**src/rtl/pattern_playback_sequencer_pkg.sv**
```systemverilog
`default_nettype none
// pattern_playback_sequencer_pkg: playback state encoding and LED one-hot decode.
// Rev 1.0
package pattern_playback_sequencer_pkg;

  typedef enum logic [2:0] {
    IDLE      = 3'd0,
    FETCH     = 3'd1,
    WAIT_DATA = 3'd2,
    SHOW      = 3'd3,
    GAP       = 3'd4,
    FINISH    = 3'd5
  } pps_state_e;

  function automatic logic [3:0] led_decode(input logic [1:0] elem);
    return 4'b0001 << elem;
  endfunction

endpackage
`default_nettype wire

```
**src/rtl/pattern_playback_sequencer_countdown_timer.sv**
```systemverilog
`default_nettype none
// countdown_timer: loadable down-counter; expired is high while the count is 1.
// Rev 1.0
module countdown_timer #(
  parameter int WIDTH = 8
) (
  input  logic             clk_i,
  input  logic             rst_ni,
  input  logic             load_i,
  input  logic [WIDTH-1:0] load_val_i,
  output logic             expired_o
);

  logic [WIDTH-1:0] count_q;
  logic [WIDTH-1:0] count_d;

  // Expiry at 1 gives exactly load_val_i cycles between a load and the next state.
  always_comb begin
    count_d = count_q;
    if (load_i) begin
      count_d = load_val_i;
    end else if (count_q != '0) begin
      count_d = count_q - WIDTH'(1);
    end
  end

  always_ff @(posedge clk_i or negedge rst_ni) begin
    if (!rst_ni) begin
      count_q <= '0;
    end else begin
      count_q <= count_d;
    end
  end

  assign expired_o = (count_q == WIDTH'(1));

endmodule
`default_nettype wire

```
**src/rtl/pattern_playback_sequencer.sv**
```systemverilog
`default_nettype none
// pattern_playback_sequencer: plays a stored pattern on four one-hot LEDs.
// Rev 1.0
module pattern_playback_sequencer
  import pattern_playback_sequencer_pkg::*;
#(
  parameter int ON_CLKS  = 12500000,
  parameter int GAP_CLKS = 6250000,
  parameter int MAX_LEN  = 16,
  parameter int ADDR_W   = 4
) (
  input  logic                         i_Clk,
  input  logic                         i_Rst_L,
  input  logic                         i_Start,
  input  logic                         i_Abort,
  input  logic [$clog2(MAX_LEN+1)-1:0] i_Length,
  output logic [ADDR_W-1:0]            o_Rd_Addr,
  input  logic [1:0]                   i_Rd_Data,
  output logic [3:0]                   o_LED,
  output logic                         o_Busy,
  output logic                         o_Done
);

  localparam int LEN_W = $clog2(MAX_LEN + 1);
  localparam int TMR_W = $clog2(((ON_CLKS > GAP_CLKS) ? ON_CLKS : GAP_CLKS) + 1);
  localparam int CMP_W = ((ADDR_W + 1) > LEN_W) ? (ADDR_W + 1) : LEN_W;

  pps_state_e        state_q;
  logic [LEN_W-1:0]  len_q;
  logic [ADDR_W-1:0] idx_q;
  logic [ADDR_W-1:0] addr_q;
  logic [3:0]        led_q;
  logic              busy_q;
  logic              done_q;

  logic [LEN_W-1:0]  w_len_clamped;
  logic              w_last;
  logic              w_expired;
  logic              w_tmr_load;
  logic [TMR_W-1:0]  w_tmr_val;

  assign w_len_clamped = (i_Length > LEN_W'(MAX_LEN)) ? LEN_W'(MAX_LEN) : i_Length;
  assign w_last        = (CMP_W'(idx_q) + CMP_W'(1)) >= CMP_W'(len_q);
  assign w_tmr_load    = (state_q == WAIT_DATA) || ((state_q == SHOW) && w_expired);
  assign w_tmr_val     = (state_q == WAIT_DATA) ? TMR_W'(ON_CLKS) : TMR_W'(GAP_CLKS);

  countdown_timer #(
    .WIDTH (TMR_W)
  ) u_timer (
    .clk_i      (i_Clk),
    .rst_ni     (i_Rst_L),
    .load_i     (w_tmr_load),
    .load_val_i (w_tmr_val),
    .expired_o  (w_expired)
  );

  always_ff @(posedge i_Clk or negedge i_Rst_L) begin
    if (!i_Rst_L) begin
      state_q <= IDLE;
      len_q   <= '0;
      idx_q   <= '0;
      addr_q  <= '0;
      led_q   <= 4'b0000;
      busy_q  <= 1'b0;
      done_q  <= 1'b0;
    end else begin
      done_q <= 1'b0;
      if (i_Abort && (state_q != IDLE)) begin
        state_q <= IDLE;
        led_q   <= 4'b0000;
        busy_q  <= 1'b0;
      end else begin
        case (state_q)
          IDLE: begin
            if (i_Start && !i_Abort) begin
              len_q <= w_len_clamped;
              idx_q <= '0;
              if (w_len_clamped == '0) begin
                state_q <= FINISH;
                done_q  <= 1'b1;
              end else begin
                state_q <= FETCH;
                addr_q  <= '0;
                busy_q  <= 1'b1;
              end
            end
          end
          FETCH: begin
            state_q <= WAIT_DATA;
          end
          WAIT_DATA: begin
            led_q   <= led_decode(i_Rd_Data);
            state_q <= SHOW;
          end
          SHOW: begin
            if (w_expired) begin
              led_q   <= 4'b0000;
              state_q <= GAP;
            end
          end
          GAP: begin
            if (w_expired) begin
              if (!w_last) begin
                idx_q   <= idx_q + ADDR_W'(1);
                addr_q  <= idx_q + ADDR_W'(1);
                state_q <= FETCH;
              end else begin
                state_q <= FINISH;
                busy_q  <= 1'b0;
                done_q  <= 1'b1;
              end
            end
          end
          FINISH: begin
            state_q <= IDLE;
          end
          default: begin
            state_q <= IDLE;
          end
        endcase
      end
    end
  end

  assign o_Rd_Addr = addr_q;
  assign o_LED     = led_q;
  assign o_Busy    = busy_q;
  assign o_Done    = done_q;

endmodule
`default_nettype wire

```
**config.mk**
```make
export PLATFORM = sky130hd
export DESIGN_NAME = pattern_playback_sequencer
export DESIGN_NICKNAME = d
export VERILOG_FILES = /design/src/rtl/pattern_playback_sequencer_pkg.sv /design/src/rtl/pattern_playback_sequencer_countdown_timer.sv /design/src/rtl/pattern_playback_sequencer.sv
export SDC_FILE = /design/constraint.sdc
export NUM_CORES = 1
export LEC_CHECK = 0
export BUFFER_PORTS_ARGS = -buffer_cell sky130_fd_sc_hd__buf_2
export CAP_MARGIN = 20
export CORE_MARGIN = 2
export CORE_UTILIZATION = 54
export DETAILED_ROUTE_END_ITERATION = 8
export PLACE_DENSITY = 0.75
export SLEW_MARGIN = 10
export SYNTH_ARGS = -nofsm -noshare
export SYNTH_HDL_FRONTEND = slang
export SYNTH_SLANG_ARGS = --single-unit
```
**constraint.sdc**
```tcl
create_clock -name i_Clk -period 2.56 [get_ports i_Clk]
set_input_delay 0 -clock i_Clk [delete_from_list [all_inputs] [get_ports i_Clk]]
set_output_delay 0 -clock i_Clk [all_outputs]
set_load 0.01 [all_outputs]
```
* Word level (Yosys, flattened, before mapping)
Cells that the tools add are included.
** Word-level totals
- Flip-flop bits (word level) :: 46
- Input port bits :: 11
- Logic and storage cells :: 81
** Operators by class
- $add $sub $neg :: 3
- $lt $le $gt $ge :: 2
- Equality and inequality tests :: 14
- Shift operators :: 1
- Mux-type cells :: 33
- Bitwise gates (word level) :: 1
- Reduce and logical (&&, ||, !) cells :: 19
** Operator list (count)
- 2-to-1 mux 24 bit :: 3
- 2-to-1 mux 4 bit :: 7
- equality test 24 x 1 -> 1 bit (second input constant) :: 1
- one-hot mux 4 bit (2 select lines) :: 3
- nonzero test 24 bit :: 1
- subtractor 24 x 1 -> 24 bit (second input constant) :: 1
- 2-to-1 mux 3 bit :: 6
- one-hot mux 3 bit (5 select lines) :: 1
- inequality test 3 bit (second input constant) :: 4
- 2-to-1 mux 1 bit :: 10
- AND reduction 5 bit :: 2
- nonzero test 3 bit :: 3
- inequality test 2 bit (second input constant) :: 4
- equality test 3 x 2 -> 1 bit (second input constant) :: 2
- AND reduction 3 bit :: 2
- AND reduction 6 bit :: 1
- adder 4 x 1 -> 5 bit (second input constant) :: 1
- >= comparator 5 bit :: 1
- greater-than comparator 5 bit (second input constant) :: 1
- logical NOT 5 bit :: 1
- 2-to-1 mux 5 bit :: 1
- adder 4 x 1 -> 4 bit (second input constant) :: 1
- one-hot mux 1 bit (2 select lines) :: 2
- nonzero test 2 bit :: 2
- 10 further kinds :: 12

* Longest topological paths before layout
Gate-level depths: netlist of the first run.
- Depth after elaboration :: 7
- Depth in mapped cells :: 8
- Mapped depth without buffers :: 8

* Hierarchy
From an unflattened synthesis of the first run, not the netlist that was laid out.
** Unflattened totals
- Cells, all modules :: 291
- Area total of the unflattened synthesis :: 2745.1 um^2
** Modules (own cells, without submodules)
- countdown_timer :: times used 1, cells each 167, area an instance 1514.0 um^2, seq. area each 600.6 um^2
- pattern_playback_sequencer :: times used 1, cells each 124, area an instance 1231.2 um^2, seq. area each 550.5 um^2

* Worst setup path before layout of the first run
Ideal clock, no wire load.
- Path kind :: register -> register
- From :: reg idx_q[0]
- To :: reg idx_q[0]
- Setup time :: 0.124 ns
- Arrival time :: 2.280 ns
- Setup slack :: 0.156 ns
- Stages on the path, launching flop included :: 8
- Buffers on the path :: 0
- Clock period less this slack :: 2.404 ns
- Cells stage by stage :: dfrtp_1 > ha_1 > and3_1 > ha_1 > or2_2 > a2111o_1 > and3_1 > a211o_1
** Between the ends
- Cells in the longest elaborated chain, start to end :: 4
- Elaborated cells between the ends (all ways) :: 8
** Ends and longest elaborated chain
- start: declaration :: RTL line pattern_playback_sequencer.sv:30 : logic [ADDR_W-1:0] idx_q;
- start signal: assignment :: RTL line pattern_playback_sequencer.sv:104 : idx_q <= idx_q + ADDR_W'(1);
- adder 4 x 1 -> 5 bit or adder 4 x 1 -> 4 bit (tied branches) :: RTL line pattern_playback_sequencer.sv:43, pattern_playback_sequencer.sv:104
- >= comparator 5 bit or 2-to-1 mux 4 bit (tied branches) :: RTL line pattern_playback_sequencer.sv:43, pattern_playback_sequencer.sv:103
- inequality test 2 bit (no source line) or 2-to-1 mux 4 bit (tied branches)
- AND reduction 5 bit (no source line) or one-hot mux 4 bit (2 select lines) (tied branches)
Parallel ways exist; a longest one is shown, timed or not. The select of a mux whose other input is x is not followed.
A chain may end at the register's enable or synchronous reset.

* Worst setup path after layout of the first run
Same ends and word-level chain as after synthesis.

==> results.md, run 1 <==
- Vias per inst: around 6.0
- I/O pin count: 21
- Fin. Hold Viols: 0
- GP Congestion: 0.913
- Total Die Area: between 5000 and 6000 sq um
- Die width: about 75 microns
- Post-synthesis cell type count: just under 60
- Global Route Usage Sum: 0.244
- H-tree depth: 2
- Vias in the first global route: approximately 2200
- DR vias: roughly 2400
- Crit path required time: about 2.8 ns
- DR iter-0 viols: around 180
- Status: finished, final reports clean
- Async set-reset flop share out of synthesis: 1.00
- Util after Layout: 0.668
- Flop2flop setup slack: between 0.08 and 0.09 ns
- Final WS setup: roughly 0.086 ns
- Synth top area cells: dfrtp_1 (42%), ha_1 (4.1%), nand2_1 (3.9%)
- Final setup violation count: 0
- CTS Sinks: 46
- CTS clk-pin slew, worst paths: roughly 0.080 ns
- Post-synth EDFFs: 0
- Root buffer cell: clkbuf_8
- Comb pwr share: 0.270
- Pin count of the biggest net entering global routing: 47
- Num CTS Buffers: 5
- Synth warnings: 0
- RSZ-0062 raised after global routing: true
- CP max FO: 6
- Final HPWL DP: between 4000 and 5000 microns
- Leakage power: ~1.3 nW
- Number of max-cap violations: 0
- Max-slew headroom: 0.677
- DR pass1 iterations: 5
- Worst hold path type: in -> reg
- Peak supply drop: around 0.00035 V
- Min-delay src: i_Length[4]
- Core ar.: approximately 4800 sq um
- Largest area contributor in the netlist: dfrtp_1
- Final slew viol count: 0
- Final non-filler cell total: approximately 400
- Reg-to-reg startpoint: idx_q[0]
- Reg power frac: 0.480
- Worst Skew: about 0.0072 ns
- Post-place setup slack: 0.0499 ns
- CTS tree: done
- Clock tree buffer depth: 2
- Switch share: 0.355
- Hold Slack: ~0.017 ns
- R2r endpoint: idx_q[0]
- Placed insts: between 300 and 400
- Critical path type: reg -> reg
- Prevailing post-synth register cell: dfrtp_1
- Placement-stage cell area: around 2900 sq um
- Tcrit/Tclk final: 0.966
- Hold Crit Endpoint: len_q[4]
- Fmax: ~400 MHz
- Worst Tran Pin Value: 0.479 ns
- Grt ovf: 0
- Tmin final: 2.47 ns
- Clock network fraction of design power: 0.250
- Startpoint Class: register
- Reg2Reg Depth: 7
- Worst Path Arrival: 2.67 ns
- Port Buffer Count: 20
- Synth Instances: slightly below 300
- WL final: roughly 6500 microns
- Critical Path End Type: register
- Proportion of layout cells with a drive suffix above 1: 0.182
- Die span in y: 75.0 microns
- Fin area: ~3200 sq um
- Internal power: approximately 0.0014 W
- PD cells: 682 nW/um^2
- Synth-to-layout area growth: 17.6%
- Final nets: 349
- Top cell type's share of synthesized area: 0.423
- Synthesized Nets: about 300
- Hold Path Cell Cnt: 2
- WL per Instance: 16.3 microns
- Sequential-to-total area share from yosys stat: 0.423
- Worst-Skew Late Latency: around 0.31 ns
- Diode count: 0
- Mapped Area: approximately 2700 sq um
- # DRC: 0
- Row count: 25
- First-pass GRT wire length: 10300 microns
- Yosys reg bits: 46
- Sw power: 0.000776 W
- Initial antenna violation count: 0
- Mean Syn Cell Area: between 9 and 10 sq um
- Antenna viol nets, final: 0
- Starting Density: 0.568
## repair_timing
action | CTS | global route
hold endpoints to repair | 54 | 0
setup endpoints to repair | 0 | 6
buffers inserted | 0 | 2
resized for setup | 0 | 6
hold buffers | 8 | 0
## worst max path at each step
stage | start | end | slack [ns] | cells after the start
3_3_place_gp | idx_q[0] | idx_q[0] | 0.16 | 7
3_5_place_dp | idx_q[0] | idx_q[0] | 0.05 | 8
5_1_grt | idx_q[0] | idx_q[0] | -0.02 | 8
6_report | idx_q[0] | idx_q[0] | 0.09 | 7
4_1_cts | idx_q[0] | idx_q[0] | 0.03 | 8
2_1_floorplan | idx_q[0] | idx_q[0] | 0.16 | 7
## power by group through the flow
stage	Sequential [W]	Combinational [W]	Clock, W
final	0.00105	0.000590	0.000546
after global routing	0.00106	0.000675	0.000584
after CTS	0.00103	0.000558	0.000553
after detailed placement	0.00105	0.000542	0
after global placement	0.00104	0.000527	0
after floorplan	0.00101	0.000411	0
## flip-flops by register name, indices dropped and copies added (netlist names)
| name | count |
|---|---|
| idx_q | 4 |
| len_q | 5 |
| o_Busy | 1 |
| o_Done | 1 |
| o_LED | 4 |
| o_Rd_Addr | 4 |
| state_q | 3 |
| u_timer.count_q | 24 |
## layout make-up
class                   instances  area (sq um)
clock buffers                   5          68.8
clock inverters                 3          40.0
fillers                       381          1590
inverters                       7          26.3
multi-input cells             229          1550
flip-flops and latches         46          1150
well taps                      67          83.8
repair buffers                 40           283
## cell usage after synthesis, types with 3 or more instances
cell type	count
or4_1	3
nor3_1	8
dfrtp_1	46
nand2_1	28
xnor2_1	8
nor2_1	23
xor2_1	12
nor3b_1	4
nand4_1	4
clkbuf_1	5
a31oi_1	3
nor4_1	10
a22o_1	3
nand2b_1	6
and3_1	4
a21oi_1	10
o21ai_0	20
ha_1	9
or3_1	3
inv_1	7
nor2b_1	3
nand3_1	14
o211ai_1	5
## metal layers
layer  global-route usage  vias to the layer above  part of all wire
met4               0.0952                        0             0.022
met3               0.0509                       13             0.043
met2                0.406                       73              0.50
met1                0.312                     1142              0.44
li1                     -                     1153                 -
met5                    0                        -                 0
## logic make-up (layout without fill, tap and decap cells)
| logic type | Yosys count | count (layout) | synth area share |
|---|---|---|---|
| AO/OA/AOI/OAI | 62 | 62 | 0.148 |
| XOR/XNOR | 20 | 20 | 0.0644 |
| adder cells (fa/ha/maj) | 9 | 9 | 0.0414 |
| buffers and inverters | 14 | 55 | 0.0202 |
| flip-flops | 46 | 46 | 0.423 |
| multiplexers | 4 | 4 | 0.0156 |
| AND/OR/NAND/NOR | 134 | 134 | 0.287 |
## per-stage QoR
stage               power [W]  setup TNS, ns
floorplan             0.00142              0
detailed placement    0.00159              0
CTS                   0.00214              0
global route          0.00232        -0.0164
global placement      0.00157              0
finish                0.00218              0
## worst max-delay path: stages, from the launching register on
cell	delay (ns)
dfrtp_2	0.45
ha_1	0.25
and3_1	0.16
ha_1	0.26
or2_2	0.32
a2111o_1	0.46
and3_1	0.20
a211o_1	0.26
## cell usage in the layout (no fill, tap or decap), types with 3 or more instances in the layout
cell            n
or4_1           3
xor2_1         12
nor4_1          9
buf_2          20
nor3b_1         4
and3_1          4
a21oi_1        10
clkbuf_8        5
dlygate4sd3_1   8
a31oi_1         3
nand3_1        14
nor3_1          8
buf_4          11
nor2_1         23
dfrtp_1        45
or3_1           3
xnor2_1         7
nand4_1         4
nor4_4          3
nor2b_1         3
ha_1            9
inv_1           7
nand2_1        28
o21ai_0        19
nand2b_1        6
a22o_1          3
o211ai_1        5
o21ai_1         3
(Power assumes the default switching activity.)
==> inputs of run 2 (changes only) <==
Settings changed: ABC_AREA set to 1, CORE_UTILIZATION 54 to 50, PLACE_DENSITY 0.75 to 0.7.
==> run 2 against run 1 <==
Against the previous run:
- the run now ends with hold timing left
- via count is 0.55% higher
- hold slack worse by 0.018 ns
- global-route usage is 3.1 points lower
- sequential share of layout area is 0.40 points higher
- cell count is 18% higher
- utilization is 8.7 points lower
- non-clock buffer count is 13 lower
- design area is 1.2% lower
- flip-flop and latch count stayed put
- combinational power is 73% higher
- synthesized area is 2.6% higher
- largest power group unchanged
- highest routed layer unchanged
==> results.md, run 2 <==
- Status: complete, but fails checks (was finished, final reports clean)
- Failing checks: hold timing
- Pin count of the biggest net entering global routing: 47 (unchanged)
- DR vias: 2394 (was 2381)
- Sequential-to-total area share from yosys stat: 0.412 (was 0.423)
- Post-synth EDFFs: 0 (unchanged)
- Peak supply drop: 0.000457 V (was 0.000346 V)
- Final HPWL DP: 4550 microns (was 4380 microns)
- Global Route Usage Sum: 0.213 (was 0.244)
- Max-slew headroom: 0.561 (was 0.677)
- Synth top area cells: dfrtp_1 (41%), nand2_1 (13%), inv_1 (6.1%) (was dfrtp_1 (42%), ha_1 (4.1%), nand2_1 (3.9%))
- Util after Layout: 0.581 (was 0.668)
- Tot Pwr: 0.00258 W (was 0.00218 W)
- CP max FO: 5 (was 6)
- Antenna viol nets, final: 0 (unchanged)
- Vias per inst: 5.09 (was 6.00)
- Max FFs per register: 24 (unchanged)
- H-tree depth: 2 (unchanged)
- Worst hold path type: in -> reg (unchanged)
- Proportion of layout cells with a drive suffix above 1: 0.143 (was 0.182)
- PD cells: 816 nW/um^2 (was 682 nW/um^2)
- Top cell type's share of synthesized area: 0.412 (was 0.423)
- Core ar.: 5440 sq um (was 4790 sq um)
- Critical path type: reg -> reg (unchanged)
- First-pass GRT wire length: 10500 microns (was 10300 microns)
- Clock network fraction of design power: 0.207 (was 0.250)
- Die width: 78.7 microns (was 75.0 microns)
- WL per Instance: 12.9 microns (was 16.3 microns)
- Internal power: 0.00155 W (was 0.00141 W)
- Root buffer cell: clkbuf_8 (unchanged)
- Worst Path Arrival: 2.26 ns (was 2.67 ns)
- Startpoint Class: register (unchanged)
- Post-synthesis cell type count: 33 (was 59)
- Largest area contributor in the netlist: dfrtp_1 (unchanged)
- Worst Tran Pin Value: 0.651 ns (was 0.479 ns)
- Total Die Area: 6200 sq um (was 5620 sq um)
- Final nets: 417 (was 349)
- Fmax: 484 MHz (was 404 MHz)
- Tcrit/Tclk final: 0.807 (was 0.966)
- Fin. Hold Viols: 1 (was 0)
- Synth-to-layout area growth: 13.2% (was 17.6%)
- Number of max-cap violations: 0 (unchanged)
- Tmin final: 2.07 ns (was 2.47 ns)
- Commonest cells after routing, fill and taps aside: nand2_1 (94), dfrtp_1 (46), inv_1 (45), nor2_1 (45), nand3_1 (21) (was dfrtp_1 (45), nand2_1 (28), nor2_1 (23), buf_2 (20), o21ai_0 (19))
- DR iter-0 viols: 134 (was 182)
- Reg power frac: 0.399 (was 0.480)
- Sw power: 0.00103 W (was 0.000776 W)
- # DRC: 0 (unchanged)
- Worst-Skew Late Latency: 0.29 ns (was 0.31 ns)
- Vias in the first global route: 2306 (was 2204)
- Switch share: 0.400 (was 0.355)
- Prevailing post-synth register cell: dfrtp_1 (unchanged)
- Synthesized Nets: 384 (was 309)
- Synth warnings: 0 (unchanged)
- RSZ-0062 raised after global routing: false (was true)
- I/O pin count: 21 (unchanged)
- Top reg by flops: u_timer.count_q (unchanged)
- Starting Density: 0.513 (was 0.568)
- CTS clk-pin slew, worst paths: 0.08 ns (about the same)
- Port Buffer Count: 20 (unchanged)
- Placement-stage cell area: 2970 sq um (was 2940 sq um)
- Biggest regs: u_timer.count_q: 24 flops, len_q: 5 flops (unchanged)
- Critical Path End Type: register (unchanged)
- Worst Skew: 0.00357 ns (was 0.00724 ns)
- Initial antenna violation count: 0 (unchanged)
- Top-count cell post-synth: nand2_1 (was dfrtp_1)
- Mean Syn Cell Area: 7.67 sq um (was 9.41 sq um)
- Mapped Area: 2790 sq um (was 2720 sq um)
- Leakage power: 1.60 nW (was 1.32 nW)
- CTS tree: done (unchanged)
- Diode count: 0 (unchanged)
- Clock tree buffer depth: 2 (unchanged)
- Yosys reg bits: 46 (unchanged)
- Grt ovf: 0 (unchanged)
- CTS Sinks: 46 (unchanged)
- Crit path required time: 2.75 ns (was 2.76 ns)
- Final slew viol count: 0 (unchanged)
- Comb pwr share: 0.394 (was 0.270)
- Cts repair resizes: 0 (unchanged)
- Row count: 27 (was 25)
- GP Congestion: 0.887 (was 0.913)
- Num CTS Buffers: 5 (unchanged)
- Fin area: 3160 sq um (was 3200 sq um)
- Synth Instances: 364 (was 289)
- WL final: 6050 microns (was 6460 microns)
- Final TNS setup: 0 ns (unchanged)
- Async set-reset flop share out of synthesis: 1.00 (unchanged)
- Commonest non-fill, non-tap cell in the layout: nand2_1 (was dfrtp_1)
- Die span in y: 78.7 microns (was 75.0 microns)
- Top post-synthesis cells by count: nand2_1 (94), dfrtp_1 (46), inv_1 (45), nor2_1 (45), nand3_1 (21) (was dfrtp_1 (46), nand2_1 (28), nor2_1 (23))
- Final setup violation count: 0 (unchanged)
- DR pass1 iterations: 4 (was 5)
- Hold Slack: -0.00113 ns (was 0.0168 ns)
[run 2: routing by layer]
metal  global-route usage  wire length (microns)  vias up  share of wire
li1                     -                      -     1230              -
met1                0.284                   2830     1109           0.47
met2                0.370                   2930       46           0.48
met3               0.0273                    218        9          0.036
met4               0.0526                     73        0          0.012
met5                    0                      0        -              0
[run 2: through the flow]
stage,std cells,worst slack [ns]
2_1_floorplan,364,0.675
3_3_place_gp,455,0.565
3_5_place_dp,455,0.507
4_1_cts,469,0.497
5_1_grt,470,0.281
6_report,470,0.494
[run 2: what timing repair did]
action | in CTS | in global routing
hold endpoints to repair | 54 | 0
buffers inserted | 0 | 0
hold buffers | 6 | 0
[run 2: worst paths after layout]
check / start / to / slack [ns] / cells after the start
min in group asynchronous: i_Rst_L / u_timer.count_q[0] / 0.12 / 2
worst max register to register: idx_q[0] / o_Rd_Addr[3] / 0.49 / 10
max in group asynchronous: i_Rst_L / o_Busy / 1.96 / 3
worst max-delay path: idx_q[0] / o_Rd_Addr[3] / 0.49 / 10
worst min register to register: o_Busy / o_Busy / 0.48 / 2
worst min-delay path: i_Rd_Data[1] / o_LED[0] / -0.001 / 3
[run 2: layout make-up]
type / count / area, sq um
multi-input cells: 271 / 1460
flip-flops and latches: 46 / 1150
inverters: 46 / 173
fillers: 502 / 2280
repair buffers: 27 / 180
well taps: 72 / 90.1
clock buffers: 6 / 72.6
clock inverters: 2 / 37.5
[run 2: worst max-delay path, cell delays in order, from the launching register on]
cell	delay, ns
dfrtp_1	0.44
ha_1	0.24
and3_1	0.15
ha_1	0.28
and3_1	0.18
nand2_1	0.08
nand2_1	0.10
nand2_1	0.13
nand4_1	0.20
nand2_1	0.11
nand2_1	0.05
[run 2: power groups by stage]
stage	registers [W]	clock network [W]	logic, W
after floorplan	0.00103	0	0.000754
after global placement	0.00103	0	0.000990
after detailed placement	0.00104	0	0.00100
after CTS	0.00103	0.000549	0.00102
after global routing	0.00105	0.000583	0.00116
final	0.00103	0.000535	0.00102
[run 2: cells by family after synthesis]
kind of cell / after synthesis / synth area share
buffers and inverters: 47 / 0.0659
XOR/XNOR: 14 / 0.0439
AND/OR/NAND/NOR: 211 / 0.362
AO/OA/AOI/OAI: 37 / 0.0753
adder cells (fa/ha/maj): 9 / 0.0403
flip-flops: 46 / 0.412
==> inputs of run 3 (changes only) <==
Settings changed: PLACE_DENSITY 0.7 to 0.67.
Clock period 2.56 ns to 2.1 ns, I/O delays scaled along.
==> run 3 against run 2 <==
Against the previous run:
- the run now ends clean
- first-iteration DRC count up 18%
- clock power up 23%
- design area up 4.7%
==> results.md, run 3 (synthesis results as in run 2) <==
- Grt ovf: 0 (unchanged)
- Pin count of the biggest net entering global routing: 25 (was 47)
- Startpoint Class: register (unchanged)
- Placement-stage cell area: 3030 sq um (was 2970 sq um)
- Die width: 78.7 microns (unchanged)
- Vias in the first global route: 2470 (was 2306)
- Vias per inst: 5.11 (was 5.09)
- Die span in y: 78.7 microns (unchanged)
- First-pass GRT wire length: 10900 microns (was 10500 microns)
- Final nets: 427 (was 417)
- Commonest cells after routing, fill and taps aside: nand2_1 (91), inv_1 (45), nor2_1 (45), dfrtp_1 (44) (was nand2_1 (94), dfrtp_1 (46), inv_1 (45), nor2_1 (45), nand3_1 (21))
- Leakage power: 1.64 nW (was 1.60 nW)
- Min-delay src: i_Length[4] (was i_Rd_Data[1])
- CTS clk-pin slew, worst paths: 0.09 ns (was 0.08 ns)
- Total Die Area: 6200 sq um (unchanged)
- Critical Path End Type: register (unchanged)
- I/O pin count: 21 (unchanged)
- Synth-to-layout area growth: 18.6% (was 13.2%)
- Final TNS setup: 0 ns (unchanged)
- DR vias: 2455 (was 2394)
- WL final: 6260 microns (was 6050 microns)
- Diode count: 0 (unchanged)
- R2r endpoint: idx_q[2] (was o_Rd_Addr[3])
- Fin. Hold Viols: 0 (was 1)
- Initial antenna violation count: 0 (unchanged)
- Fmax: 500 MHz (was 484 MHz)
- DR iter-0 viols: 158 (was 134)
- Antenna viol nets, final: 0 (unchanged)
- Tcrit/Tclk final: 0.952 (was 0.807)
- Tmin final: 2.00 ns (was 2.07 ns)
- Row count: 27 (unchanged)
- Final HPWL DP: 4710 microns (was 4550 microns)
- PD cells: 984 nW/um^2 (was 816 nW/um^2)
- Worst Path Arrival: 2.19 ns (was 2.26 ns)
- Status: finished, final reports clean (was complete, but fails checks)
- Top reg by flops: u_timer.count_q (unchanged)
- Biggest regs: u_timer.count_q: 24 flops, len_q: 5 flops (unchanged)
- Area of the multi-input gates: 1530 sq um (was 1460 sq um)
- Final slew viol count: 0 (unchanged)
- Peak supply drop: 0.000536 V (was 0.000457 V)
- Clock tree buffer depth: 2 (unchanged)
- # DRC: 0 (unchanged)
- Port Buffer Count: 20 (unchanged)
- Max-slew headroom: 0.620 (was 0.561)
- DR pass1 iterations: 4 (unchanged)
- Starting Density: 0.513 (unchanged)
- Reg2Reg Depth: 11 (was 10)
- Fin area: 3310 sq um (was 3160 sq um)
- Reg-to-reg startpoint: idx_q[0] (unchanged)
- Critical Path Source: idx_q[0] (unchanged)
- Flop2flop setup slack: 0.10 ns (was 0.49 ns)
- CP max FO: 6 (was 5)
- Num CTS Buffers: 5 (unchanged)
- Critical path destination: idx_q[2] (was o_Rd_Addr[3])
- Fill count: 477 (was 502)
- Root buffer cell: clkbuf_8 (unchanged)
- Max FFs per register: 24 (unchanged)
- Crit path required time: 2.29 ns (was 2.75 ns)
- Final setup violation count: 0 (unchanged)
- H-tree depth: 2 (unchanged)
- Worst-Skew Late Latency: 0.29 ns (about the same)
- Worst Tran Pin Value: 0.569 ns (was 0.651 ns)
- Worst hold path type: in -> reg (unchanged)
- Number of max-cap violations: 0 (unchanged)
- Critical path type: reg -> reg (unchanged)
- CTS tree: done (unchanged)
- Register area: 1150 sq um (about the same)
- Commonest non-fill, non-tap cell in the layout: nand2_1 (unchanged)
- CTS Sinks: 46 (unchanged)
- Proportion of layout cells with a drive suffix above 1: 0.191 (was 0.143)
- Core ar.: 5440 sq um (unchanged)
- WL per Instance: 13.0 microns (was 12.9 microns)
- GP Congestion: 0.914 (was 0.887)
- Worst Skew: 0.00626 ns (was 0.00357 ns)
- Global Route Usage Sum: 0.223 (was 0.213)
[run 3: routing by layer]
metal | share of wire | routed length, microns | global-route usage
met1 | 0.46 | 2900 | 0.278
met2 | 0.49 | 3080 | 0.386
met3 | 0.025 | 155 | 0.0409
met4 | 0.019 | 119 | 0.0825
met5 | 0 | 0 | 0
[run 3: cell type report]
class	count	area share
clock inverter	2	0.0113
inverter	46	0.0522
tap	72	0.0272
timing repair buffer	37	0.0779
multi-input combinational	271	0.461
sequential	46	0.349
clock buffer	6	0.0219
[run 3: report_power, final]
group	leakage, nW	total, W	internal [W]	switching (W)
clock network	0.0514	0.000660	0.000355	0.000305
registers	0.556	0.00126	0.00109	0.000170
logic	1.03	0.00134	0.000515	0.000825
[run 3: repair_timing]
action	CTS	global route
endpoints found under the hold margin	31	0
setup endpoints to repair	0	10
buffers inserted	0	4
hold buffers	7	0
resized for setup	0	14
[run 3: worst min-delay path by stage]
stage                         end  slack [ns]  depth (start not counted)
2_1_floorplan            idx_q[0]       -0.30                          0
3_3_place_gp   u_timer.count_q[7]        0.02                          1
3_5_place_dp   u_timer.count_q[7]        0.03                          1
4_1_cts                  len_q[4]        0.03                          3
5_1_grt                  len_q[1]        0.07                          4
6_report                 len_q[4]        0.04                          3
[run 3: critical path, cell delays in order, from the launching register on]
cell	delay, ns
dfrtp_2	0.46
ha_4	0.18
xor2_2	0.17
ha_2	0.19
nand2_1	0.06
nand2_1	0.06
a21oi_2	0.21
nand2_4	0.08
a21boi_4	0.22
nand2_2	0.12
nand2_1	0.08
o21ai_1	0.06
[run 3: metrics by stage]
step / utilization / hold slack [ns] / total power (W) / instances / worst slack (ns)
finish: 0.608 / 0.0396 / 0.00326 / 480 / 0.101
global route: 0.608 / 0.0720 / 0.00354 / 480 / -0.0132
CTS: 0.590 / 0.0307 / 0.00320 / 476 / 0.0391
detailed placement: 0.557 / 0.0281 / 0.00252 / 461 / 0.0557
global placement: 0.557 / 0.0219 / 0.00249 / 461 / 0.123
floorplan: - / -0.296 / 0.00217 / 364 / 0.215
